[config.mk]
export PLATFORM = sky130hd
export DESIGN_NAME = bit_count_unit
export DESIGN_NICKNAME = d
export VERILOG_FILES = /design/src/rtl/bit_count_pkg.sv /design/src/rtl/bit_count_datapath.sv /design/src/rtl/bit_count_unit.sv
export SDC_FILE = /design/constraint.sdc
export NUM_CORES = 1
export LEC_CHECK = 0
export ABC_AREA = 1
export CAP_MARGIN = 20
export CORE_AREA = 10 10 54 56
export CTS_CLUSTER_DIAMETER = 120
export CTS_CLUSTER_SIZE = 25
export DETAILED_ROUTE_END_ITERATION = 16
export DIE_AREA = 0 0 64 66
export PLACE_DENSITY_LB_ADDON = 0.12
export SYNTH_ARGS = -nofsm -noshare
export SYNTH_HDL_FRONTEND = slang
export SYNTH_SLANG_ARGS = --single-unit
[constraint.sdc]
create_clock -name clk -period 1.8 [get_ports clk]
set_input_delay 0.45 -clock clk [delete_from_list [all_inputs] [get_ports clk]]
set_output_delay 0.45 -clock clk [all_outputs]
set_load 0.02 [all_outputs]
[src/rtl/bit_count_pkg.sv]
// ----------------------------------------------------------------------------
// bit_count_pkg
// Shared types and helpers for the bit_count_unit popcount engine.
//   bc_state_t : controller states (IDLE, COUNT, DONE)
//   bc_cw()    : result width needed to hold a count of 0..width
// No ports (package).
// ----------------------------------------------------------------------------
package bit_count_pkg;

    typedef enum logic [1:0] {IDLE, COUNT, DONE} bc_state_t;

    // A count can reach the full width itself, hence width+1 codes.
    function automatic int bc_cw(input int width);
        return $clog2(width + 1);
    endfunction

endpackage

[src/rtl/bit_count_datapath.sv]
// ----------------------------------------------------------------------------
// bit_count_datapath
// Storage for the popcount engine: the shifting operand copy (data), the
// running count (result) and the bit-position counter (cnt).
// Build option: BIT_COUNT_EARLY_EXIT_EN removes the position counter, since
// the early-exit controller finishes on an empty operand instead.
// Ports:
//   clk, reset        : clock, synchronous active-high reset
//   load_data/operand : load the (already mode-adjusted) operand, clear cnt
//   shift_data        : shift data right by one, zero fill
//   clr_result        : clear result
//   inc_result        : add one to result
//   inc_cnt           : advance the bit-position counter
//   lsb               : data[0]
//   data_zero         : data has no ones left
//   cnt_last          : cnt is on the final bit position
//   result            : running / final count
// ----------------------------------------------------------------------------
module bit_count_datapath
    import bit_count_pkg::*;
#(
    parameter int WIDTH = 8,
    parameter int CW    = bc_cw(WIDTH)
) (
    input  logic             clk,
    input  logic             reset,
    input  logic             load_data,
    input  logic [WIDTH-1:0] operand,
    input  logic             shift_data,
    input  logic             clr_result,
    input  logic             inc_result,
    input  logic             inc_cnt,
    output logic             lsb,
    output logic             data_zero,
    output logic             cnt_last,
    output logic [CW-1:0]    result
);

    localparam int CNTW = $clog2(WIDTH);

    logic [WIDTH-1:0] data;

    // Operand copy: loaded at launch, then consumed one bit per cycle from
    // the bottom so only data[0] ever needs inspecting.
    always_ff @(posedge clk) begin
        if (reset)
            data <= '0;
        else if (load_data)
            data <= operand;
        else if (shift_data)
            data <= data >> 1;
    end

    // Running count; clearing takes priority so a launch always starts at 0.
    always_ff @(posedge clk) begin
        if (reset || clr_result)
            result <= '0;
        else if (inc_result)
            result <= result + CW'(1);
    end

    assign lsb       = data[0];
    assign data_zero = (data == '0);

`ifdef BIT_COUNT_EARLY_EXIT_EN
    // Early exit needs no position counter; the strobe is deliberately ignored.
    logic unused_inc_cnt;
    assign unused_inc_cnt = inc_cnt;
    assign cnt_last       = 1'b0;
`else
    logic [CNTW-1:0] cnt;

    // Bit position counter; restarts at each launch so the controller can
    // leave COUNT after exactly WIDTH bits.
    always_ff @(posedge clk) begin
        if (reset || load_data)
            cnt <= '0;
        else if (inc_cnt)
            cnt <= cnt + CNTW'(1);
    end

    assign cnt_last = (cnt == CNTW'(WIDTH - 1));
`endif

endmodule

[src/rtl/bit_count_unit.sv]
// ----------------------------------------------------------------------------
// bit_count_unit
// Serial popcount engine with a start/done handshake. Counts the ones of A
// (mode=0) or the zeros of A (mode=1), one bit per clock.
// Build option: define BIT_COUNT_EARLY_EXIT_EN to leave COUNT as soon as no
// ones remain; otherwise every count takes exactly WIDTH cycles.
// Ports:
//   clk    : clock (rising edge)
//   reset  : synchronous active-high reset
//   s      : start level, launches one count from IDLE
//   A      : operand, sampled on the launch edge
//   mode   : 0 = count ones, 1 = count zeros, sampled on the launch edge
//   result : count, valid while done=1 (0 in IDLE)
//   busy   : counting in progress
//   done   : result ready; held until s drops
// ----------------------------------------------------------------------------
module bit_count_unit
    import bit_count_pkg::*;
#(
    parameter int WIDTH = 8,
    parameter int CW    = bc_cw(WIDTH)
) (
    input  logic             clk,
    input  logic             reset,
    input  logic             s,
    input  logic [WIDTH-1:0] A,
    input  logic             mode,
    output logic [CW-1:0]    result,
    output logic             busy,
    output logic             done
);

    bc_state_t ps, ns;

    logic             load_data, shift_data, clr_result, inc_result, inc_cnt;
    logic             lsb, data_zero, cnt_last;
    logic [WIDTH-1:0] operand;

    // Counting zeros is counting ones of the inverted operand.
    assign operand = mode ? ~A : A;

    bit_count_datapath #(
        .WIDTH (WIDTH),
        .CW    (CW)
    ) u_datapath (
        .clk        (clk),
        .reset      (reset),
        .load_data  (load_data),
        .operand    (operand),
        .shift_data (shift_data),
        .clr_result (clr_result),
        .inc_result (inc_result),
        .inc_cnt    (inc_cnt),
        .lsb        (lsb),
        .data_zero  (data_zero),
        .cnt_last   (cnt_last),
        .result     (result)
    );

`ifdef BIT_COUNT_EARLY_EXIT_EN
    logic unused_cnt_last;
    assign unused_cnt_last = cnt_last;
`else
    logic unused_data_zero;
    assign unused_data_zero = data_zero;
`endif

    // State register.
    always_ff @(posedge clk) begin
        if (reset)
            ps <= IDLE;
        else
            ps <= ns;
    end

    // Next-state logic. DONE waits for s to drop so a held start yields
    // exactly one count.
    always_comb begin
        ns = ps;
        case (ps)
            IDLE:  if (s) ns = COUNT;
`ifdef BIT_COUNT_EARLY_EXIT_EN
            COUNT: if (data_zero) ns = DONE;
`else
            COUNT: if (cnt_last) ns = DONE;
`endif
            DONE:  if (!s) ns = IDLE;
            default: ns = IDLE;
        endcase
    end

    // Moore status outputs and datapath strobes.
    always_comb begin
        busy       = (ps == COUNT);
        done       = (ps == DONE);
        load_data  = 1'b0;
        shift_data = 1'b0;
        clr_result = 1'b0;
        inc_result = 1'b0;
        inc_cnt    = 1'b0;
        case (ps)
            IDLE: begin
                clr_result = 1'b1;
                load_data  = s;
            end
            COUNT: begin
`ifdef BIT_COUNT_EARLY_EXIT_EN
                // The empty-operand cycle only exits; nothing is counted.
                if (!data_zero) begin
                    shift_data = 1'b1;
                    inc_result = lsb;
                end
`else
                shift_data = 1'b1;
                inc_result = lsb;
                inc_cnt    = 1'b1;
`endif
            end
            DONE: begin
                clr_result = !s;
            end
            default: ;
        endcase
    end

endmodule
==> summary.txt, run 1 <==
Run status
  – Outcome: finished, final reports clean

Floorplan
  – Placeable core region: 0.001902 sq mm
  – Initial core utilization: 0.4678
  – Count of boundary I/O pins: 18
  – Vertical die dimension: 66 microns
  – Site row count: 16
  – Area enclosed by the die boundary: 0.004224 sq mm
  – DIE WIDTH: 64 microns

Place
  – DP Area: about 0.0011 sq mm
  – Detailed-placement wirelength estimate: 1518 microns
  – Input/output buffers: 17
  – Setup slack at placement: 0.1243 ns
  – Gp weighted congestion: 0.7357

Pwr
  – Comb pwr share: 0.193
  – Sequential share of power: 0.543
  – Worst ir drop on vdd: 0.4889 mV
  – Power spent charging and discharging nets: around 210 uW
  – Power per standard cell area: 669.0 mW/mm^2
  – Net switching fraction of the power: 0.2730
  – Relative contribution of the clock network to total power: 0.264
  – Internal power consumption: 558.0 uW
  – Lkg Pwr: 0.0006216 uW

STA
  – Hold Slack: 0.4734 ns
  – # setup viols final: 0
  – Final cycle utilization of the critical path: 0.9596
  – Hold violation count in the final report: 0
  – Setup repair after global routing missed its margin: no
  – Final Critical Period: 1.727 ns
  – Final-report max-slew violation count: 0
  – Post-route clock skew: between 0.001 and 0.0015 ns
  – Worst-case headroom to the max-slew limit: 0.8340
  – Worst Tran Pin Value: 0.2487 ns
  – Accumulated negative setup slack: 0 ns
  – Crit path setup slack, layout: 0.07269 ns
  – FMAX: 0.5789 GHz

CTS
  – Register clock-pin slew on the reported worst setup and hold paths: 0.09 ns
  – Max clock buf depth: 2
  – Number of buffers added to fix hold violations after cts: 0
  – TritonCTS clock tree: done
  – CTS Buf Count: 3
  – H-tree levels: 1
  – Sinks on Clock Net: 17
  – Root Buffer Master: sky130_fd_sc_hd__clkbuf_4
  – Clock latency reported for the late side of the worst-skew pair: 0.29 ns
  – Total setup buffers inserted after CTS: 0

Worst setup path
  – Data required time of the worst path: approximately 1.4 ns
  – Maximum fanout along the worst path: 3
  – Type of destination of the critical path: output port
  – Buffering stage count on the worst path with inverters included: 1
  – Arrival @ worst endpoint: 1.28 ns
  – Worst path max stage delay: 0.62 ns
  – Crit-path slowest cell: sky130_fd_sc_hd__clkdlybuf4s50_1
  – Type of element launching the critical path: register
  – Crit path max-delay family: buffers and inverters
  – Category of the most critical setup path: register to output port
  – Critical-path cell list: clkdlybuf4s50_1

Logic synthesis
  – Biggest area consumer among synthesized cells: sky130_fd_sc_hd__dfxtp_1
  – Post-synthesis instance area: 889.6 sq um
  – Fraction of synthesis flops using an asynchronous set or reset pin: 0
  – Combinational family with the most area after synthesis: simple AND/OR/NAND/NOR gates
  – Number of different library cells in the post-synthesis netlist: 20
  – FF+latch count, synth: 17
  – Mean instance size in the synthesized netlist: 6.791 sq um
  – Register area share after synthesis: 0.3826
  – Syn Inst Count: 131
  – Net Count, Synth: between 100 and 150
  – Area fraction in compound gates after synthesis: 0.1125
  – Number of synthesized flops with an enable pin: 0
  – Commonest cells in the synthesized netlist: 45 x sky130_fd_sc_hd__nand2_1, 17 x sky130_fd_sc_hd__dfxtp_1, 16 x sky130_fd_sc_hd__inv_1
  – Most frequently used cell type in the post-synthesis netlist: sky130_fd_sc_hd__nand2_1
  – Post-synthesis share of cell area spent on xor and xnor gates: 0.06892
  – Yosys top cell area share: 0.3826
  – Synth area leaders: sky130_fd_sc_hd__dfxtp_1 38%, sky130_fd_sc_hd__nand2_1 19%, sky130_fd_sc_hd__inv_1 6.8%
  – Total of warnings raised by yosys: 0
  – Share of synthesized area spent on multiplexers: 0
  – Predominant post-synthesis flop cell: sky130_fd_sc_hd__dfxtp_1
  – Synthesized-area fraction occupied by adder cells: 0.04219
  – Post-Synth Simple-Gate Area: 0.2911

Global route
  – Largest net degree at the start of global routing: 15
  – Combined global-route utilization of all metal layers: 0.1038
  – Vias in the first global route: 793
  – Wire length of the first global-routing pass: ~3500 microns
  – Initial antenna violation count: 0
  – GR Overflow Total: 0

Layout
  – Count of filler cells inserted in the layout: around 190
  – Design Area, Final: 0.001147 sq mm
  – Area Overhead vs Synth: 28.97%
  – Antenna Cells: 0
  – Share of final-layout standard cells stronger than drive strength 1: 0.1032
  – Final #Nets: 171

Routing
  – Count of TritonRoute iterations in the first routing pass: 4
  – DRC violation count after routing: 0
  – Vias: 850
  – ANT nets after route: 0
  – Detailed router's first-iteration violation count: 27
  – Routed Wire Length: roughly 2000 microns
  – Per-cell via count in the routed design: 4.670
  – Detail-routed net length per standard cell: about 11 microns

Job
  – Maxcap violations: 0

Hold path
  – Worst hold path type: register to register
cell type report:
cell class                 count  area, sq um  share of cell area
inverter                      20        75.07             0.06543
multi-input combinational     92        457.9              0.3991
tap                           27        33.78             0.02944
timing repair buffer          22        212.7              0.1854
clock buffer                   4        26.28             0.02290
sequential                    17        341.6              0.2977
logic make-up (layout without fill, tap and decap cells):
family,count (synthesis),in the layout
DFF,17,17
adders and majority gates,3,3
and+or+nand+nor,62,62
AOI/OAI and AO/OA,20,20
xor gates and xnor gates,7,7
buffers and inverters,22,46
layout by cell type (no fill, tap or decap), drive strengths merged, types with 3 or more instances in the layout:
cell type | synthesis | routed
clkdlybuf4s50 | 0 | 12
inv | 19 | 19
clkbuf | 0 | 4
nand3 | 6 | 6
ha | 3 | 3
nand2 | 47 | 47
dlymetal6s2s | 0 | 3
xnor2 | 5 | 5
buf | 2 | 5
a21oi | 8 | 8
o21ai | 12 | 12
nor2 | 7 | 7
dfxtp | 17 | 17
registers in the layout (all words and copies together), names as in the netlist:
name and flops:
ps 2, u_datapath.cnt 3, u_datapath.data 8, u_datapath.result 4
metal layers:
metal	vias up	global-route usage	routed length, microns
met5	-	0	0
met4	0	0.06284	45
met3	5	0.04237	106
met2	21	0.1604	881
met1	369	0.1172	946
li1	455	-	-
worst min-delay path, delay by kind of cell, from the launching register on:
family          cells  cell delay, ns
flops               1            0.32
compound gates      1            0.05
simple gates        1            0.06
final timing paths:
path / from / endpoint / slack (ns) / cells after the start
setup reg to reg: ps[1] / u_datapath.data[1] / 0.67 / 6
hold reg to reg: u_datapath.cnt[1] / u_datapath.cnt[1] / 0.47 / 2
setup / recovery: u_datapath.result[0] / result[0] / 0.07 / 1
hold / removal: u_datapath.cnt[1] / u_datapath.cnt[1] / 0.47 / 2
power groups by stage:
stage | clock (uW) | sequential (uW) | combinational (uW)
2_1_floorplan | 0 | 420 | 95.3
5_1_grt | 231 | 420 | 170
6_report | 203 | 417 | 148
3_3_place_gp | 0 | 424 | 146
4_1_cts | 217 | 417 | 149
3_5_place_dp | 0 | 424 | 149
metrics by stage:
step / total power, uW / instances / utilization
3_3_place_gp: 569.9 / 178 / 0.5862
5_1_grt: 821.0 / 182 / 0.6033
6_report: 767.6 / 182 / 0.6033
2_1_floorplan: 515.6 / 131 / -
4_1_cts: 783.0 / 182 / 0.5993
3_5_place_dp: 573.1 / 178 / 0.5862
repair_timing:
item | CTS | global route
hold endpoints to repair | 0 | 0
gates resized for setup | 3 | 3
setup endpoints to repair | 2 | 3
pin swaps | 0 | 0
No activity file was read; power rests on OpenSTA's default activity.
==> run 2, diff against run 1 <==
Settings changed: PLACE_DENSITY_LB_ADDON 0.12 to 0.1.
==> run 2 against run 1 <==
Combinational power about the same. Flip-flop and latch count unchanged. Cell area increased by 0.33%. Count of clock-buffer cells in the layout decreased by 1. Non-clock buffer count increased by 1. Critical path depth unchanged. First-iteration DRC count decreased by 52%. Clock skew increased by 0.0018 ns. Total power increased by 0.91%.
==> summary.txt, run 2 (synthesized netlist as in run 1, its figures left out) <==
Pwr
  – Overall power: 774.5 uW (+0.91%)
  – Power per standard cell area: 672.9 mW/mm^2 (+0.58%)
  – Worst ir drop on vdd: 0.3574 mV (-27%)
  – Lkg Pwr: 0.0005916 uW (-4.8%)

Layout
  – Flip-flop count of the largest register, all copies and words added: 8 (unchanged)
  – Largest registers ranked by flip-flop count: u_datapath.data (8), u_datapath.result (4), u_datapath.cnt (3)
  – Area Overhead vs Synth: 29.39%
  – Register with the highest flop count: u_datapath.data
  – Share of final-layout standard cells stronger than drive strength 1: 0.1154 (+0.01216)
  – Commonest cells after routing, fill and taps aside: 45 x sky130_fd_sc_hd__nand2_1, 16 x sky130_fd_sc_hd__inv_1, 16 x sky130_fd_sc_hd__dfxtp_1
  – Antenna Cells: 0 (unchanged)
  – Most frequent standard cell in the layout excluding fill and tap cells: sky130_fd_sc_hd__nand2_1
  – Final #Nets: 172 (+0.58%)
  – Design Area, Final: 0.001151 sq mm (+0.33%)

Floorplan
  – Vertical die dimension: 66 microns (unchanged)
  – Area enclosed by the die boundary: 0.004224 sq mm (unchanged)
  – Count of boundary I/O pins: 18 (unchanged)
  – Placeable core region: 0.001902 sq mm (unchanged)
  – Site row count: 16 (unchanged)
  – DIE WIDTH: 64 microns (unchanged)
  – Initial core utilization: 0.4678 (unchanged)

STA
  – Final cycle utilization of the critical path: 0.9668 (+0.007183)
  – Post-route clock skew: 0.003253 ns (+0.001849 ns)
  – Accumulated negative setup slack: 0 ns (unchanged)
  – Final-report max-slew violation count: 0 (unchanged)
  – Worst Tran Pin Value: 0.2487 ns (+0.00002110 ns)
  – Hold Slack: 0.4767 ns (+0.003251 ns)
  – Hold violation count in the final report: 0 (unchanged)
  – # setup viols final: 0 (unchanged)
  – Setup repair after global routing missed its margin: no
  – Final Critical Period: 1.740 ns (+0.01293 ns)
  – Worst-case headroom to the max-slew limit: 0.8340 (about the same)
  – Crit path setup slack, layout: 0.05976 ns (-0.01293 ns)
  – FMAX: 0.5746 GHz (-0.74%)

CTS
  – CTS Buf Count: 3 (unchanged)
  – H-tree levels: 1 (unchanged)
  – TritonCTS clock tree: done
  – Root Buffer Master: sky130_fd_sc_hd__clkbuf_4
  – Sinks on Clock Net: 17 (unchanged)
  – Total setup buffers inserted after CTS: 0 (unchanged)
  – Clock latency reported for the late side of the worst-skew pair: 0.29 ns (about the same)
  – Max clock buf depth: 2 (unchanged)
  – Register clock-pin slew on the reported worst setup and hold paths: 0.10 ns (about the same)

Place
  – Input/output buffers: 17 (unchanged)
  – Gp weighted congestion: 0.7236 (-1.6%)
  – Setup slack at placement: 0.1557 ns (+0.03145 ns)
  – DP Area: 0.001122 sq mm (+0.67%)
  – Detailed-placement wirelength estimate: 1543 microns (+1.6%)

Worst setup path
  – Critical-path cell list: clkdlybuf4s50_1
  – Category of the most critical setup path: register to output port
  – Type of element launching the critical path: register
  – Crit path max-delay family: buffers and inverters
  – Setup slack, reg-to-reg: 0.67 ns (about the same)
  – Maximum fanout along the worst path: 4 (+1)
  – Reg-to-reg critical path startpoint: ps[1]
  – Type of destination of the critical path: output port
  – Arrival @ worst endpoint: 1.29 ns (about the same)
  – Data required time of the worst path: 1.35 ns (about the same)
  – FF-to-FF path depth: 7 (+1)
  – FF-to-FF End: u_datapath.data[3]
  – Worst path max stage delay: 0.62 ns (about the same)
  – Crit-path slowest cell: sky130_fd_sc_hd__clkdlybuf4s50_1
  – Buffering stage count on the worst path with inverters included: 1 (unchanged)

Run status
  – Outcome: finished, final reports clean

Global route
  – Initial antenna violation count: 0 (unchanged)
  – Largest net degree at the start of global routing: 15 (unchanged)
  – Vias in the first global route: 788 (-0.63%)
  – GR Util met3: 0.02373 (-0.01864)
  – Met2 layer usage reported by global route: 0.1542 (-0.006219)
  – Wire length of the first global-routing pass: 3325 microns (-4.8%)
  – Met1 usage: 0.1180 (+0.0008472)
  – GR Overflow Total: 0 (unchanged)
  – Combined global-route utilization of all metal layers: 0.09577 (-0.008017)
  – Most used routing layer: met2

Hold path
  – Capture endpoint of the worst hold path: u_datapath.cnt[2]
  – Worst hold start: u_datapath.cnt[2]
  – Worst hold path type: register to register
  – Hold path depth: 2 (unchanged)

Routing
  – Count of TritonRoute iterations in the first routing pass: 4 (unchanged)
  – Routed Wire Length: 1940 microns (-2.0%)
  – Detail-routed net length per standard cell: 10.60 microns (-2.5%)
  – ANT nets after route: 0 (unchanged)
  – Detailed router's first-iteration violation count: 13 (-52%)
  – DRC violation count after routing: 0 (unchanged)
  – Vias: 841 (-1.1%)
  – Per-cell via count in the routed design: 4.596 (-1.6%)

Job
  – Maxcap violations: 0 (unchanged)
==> run 2: cell types whose count changed in the layout (fill, tap and decap cells not counted) <==
cell	change
sky130_fd_sc_hd__dlymetal6s2s_1	-2
sky130_fd_sc_hd__buf_4	+1
sky130_fd_sc_hd__clkbuf_1	-1
sky130_fd_sc_hd__clkdlybuf4s50_1	+2
sky130_fd_sc_hd__clkinv_2	+1
==> run 2: timing repair <==
action,CTS,global route
hold buffers,0,0
resized for setup,3,1
setup endpoints to repair,2,1
==> run 2: area by class of cell <==
type / count / area, sq um
Inverter: 20 / 75.07
Tap cell: 27 / 33.78
Multi-Input combinational cell: 92 / 457.9
Fill cell: 204 / 750.7
Timing Repair Buffer: 23 / 215.2
Sequential cell: 17 / 341.6
Clock buffer: 3 / 22.52
Clock inverter: 1 / 5.005
==> run 2: how the worst max path moves through the flow <==
stage	from	endpoint	slack, ns	cells past startpoint
after floorplan	ps[1]	done	0.62	2
after global placement	s	u_datapath.data[2]	0.16	6
after detailed placement	s	u_datapath.data[0]	0.16	6
after CTS	u_datapath.result[1]	result[1]	0.03	1
after global routing	u_datapath.result[3]	result[3]	0.002	1
final	u_datapath.result[2]	result[2]	0.06	1
==> run 2: through the flow <==
stage	util	std cells
2_1_floorplan	-	131
3_3_place_gp	0.5901	179
3_5_place_dp	0.5901	179
4_1_cts	0.6039	183
5_1_grt	0.6053	183
6_report	0.6053	183
==> run 2: report_power, final <==
group	internal (uW)	switching [uW]
Combinational	72.6	76.8
Clock	82.7	126
Sequential	400	16.1
==> run 2: per-layer routing <==
| layer | share of wire | up-vias |
|---|---|---|
| met3 | 0.032 | 5 |
| met4 | 0.014 | 0 |
| met2 | 0.46 | 14 |
| met1 | 0.49 | 363 |
| li1 | - | 459 |
| met5 | 0 | - |
==> run 3, diff against run 2 <==
Settings changed: CTS_CLUSTER_SIZE 25 to not set.
==> results of run 3 <==
No change in the layout: final DEF, timing and power equal those of run 2.
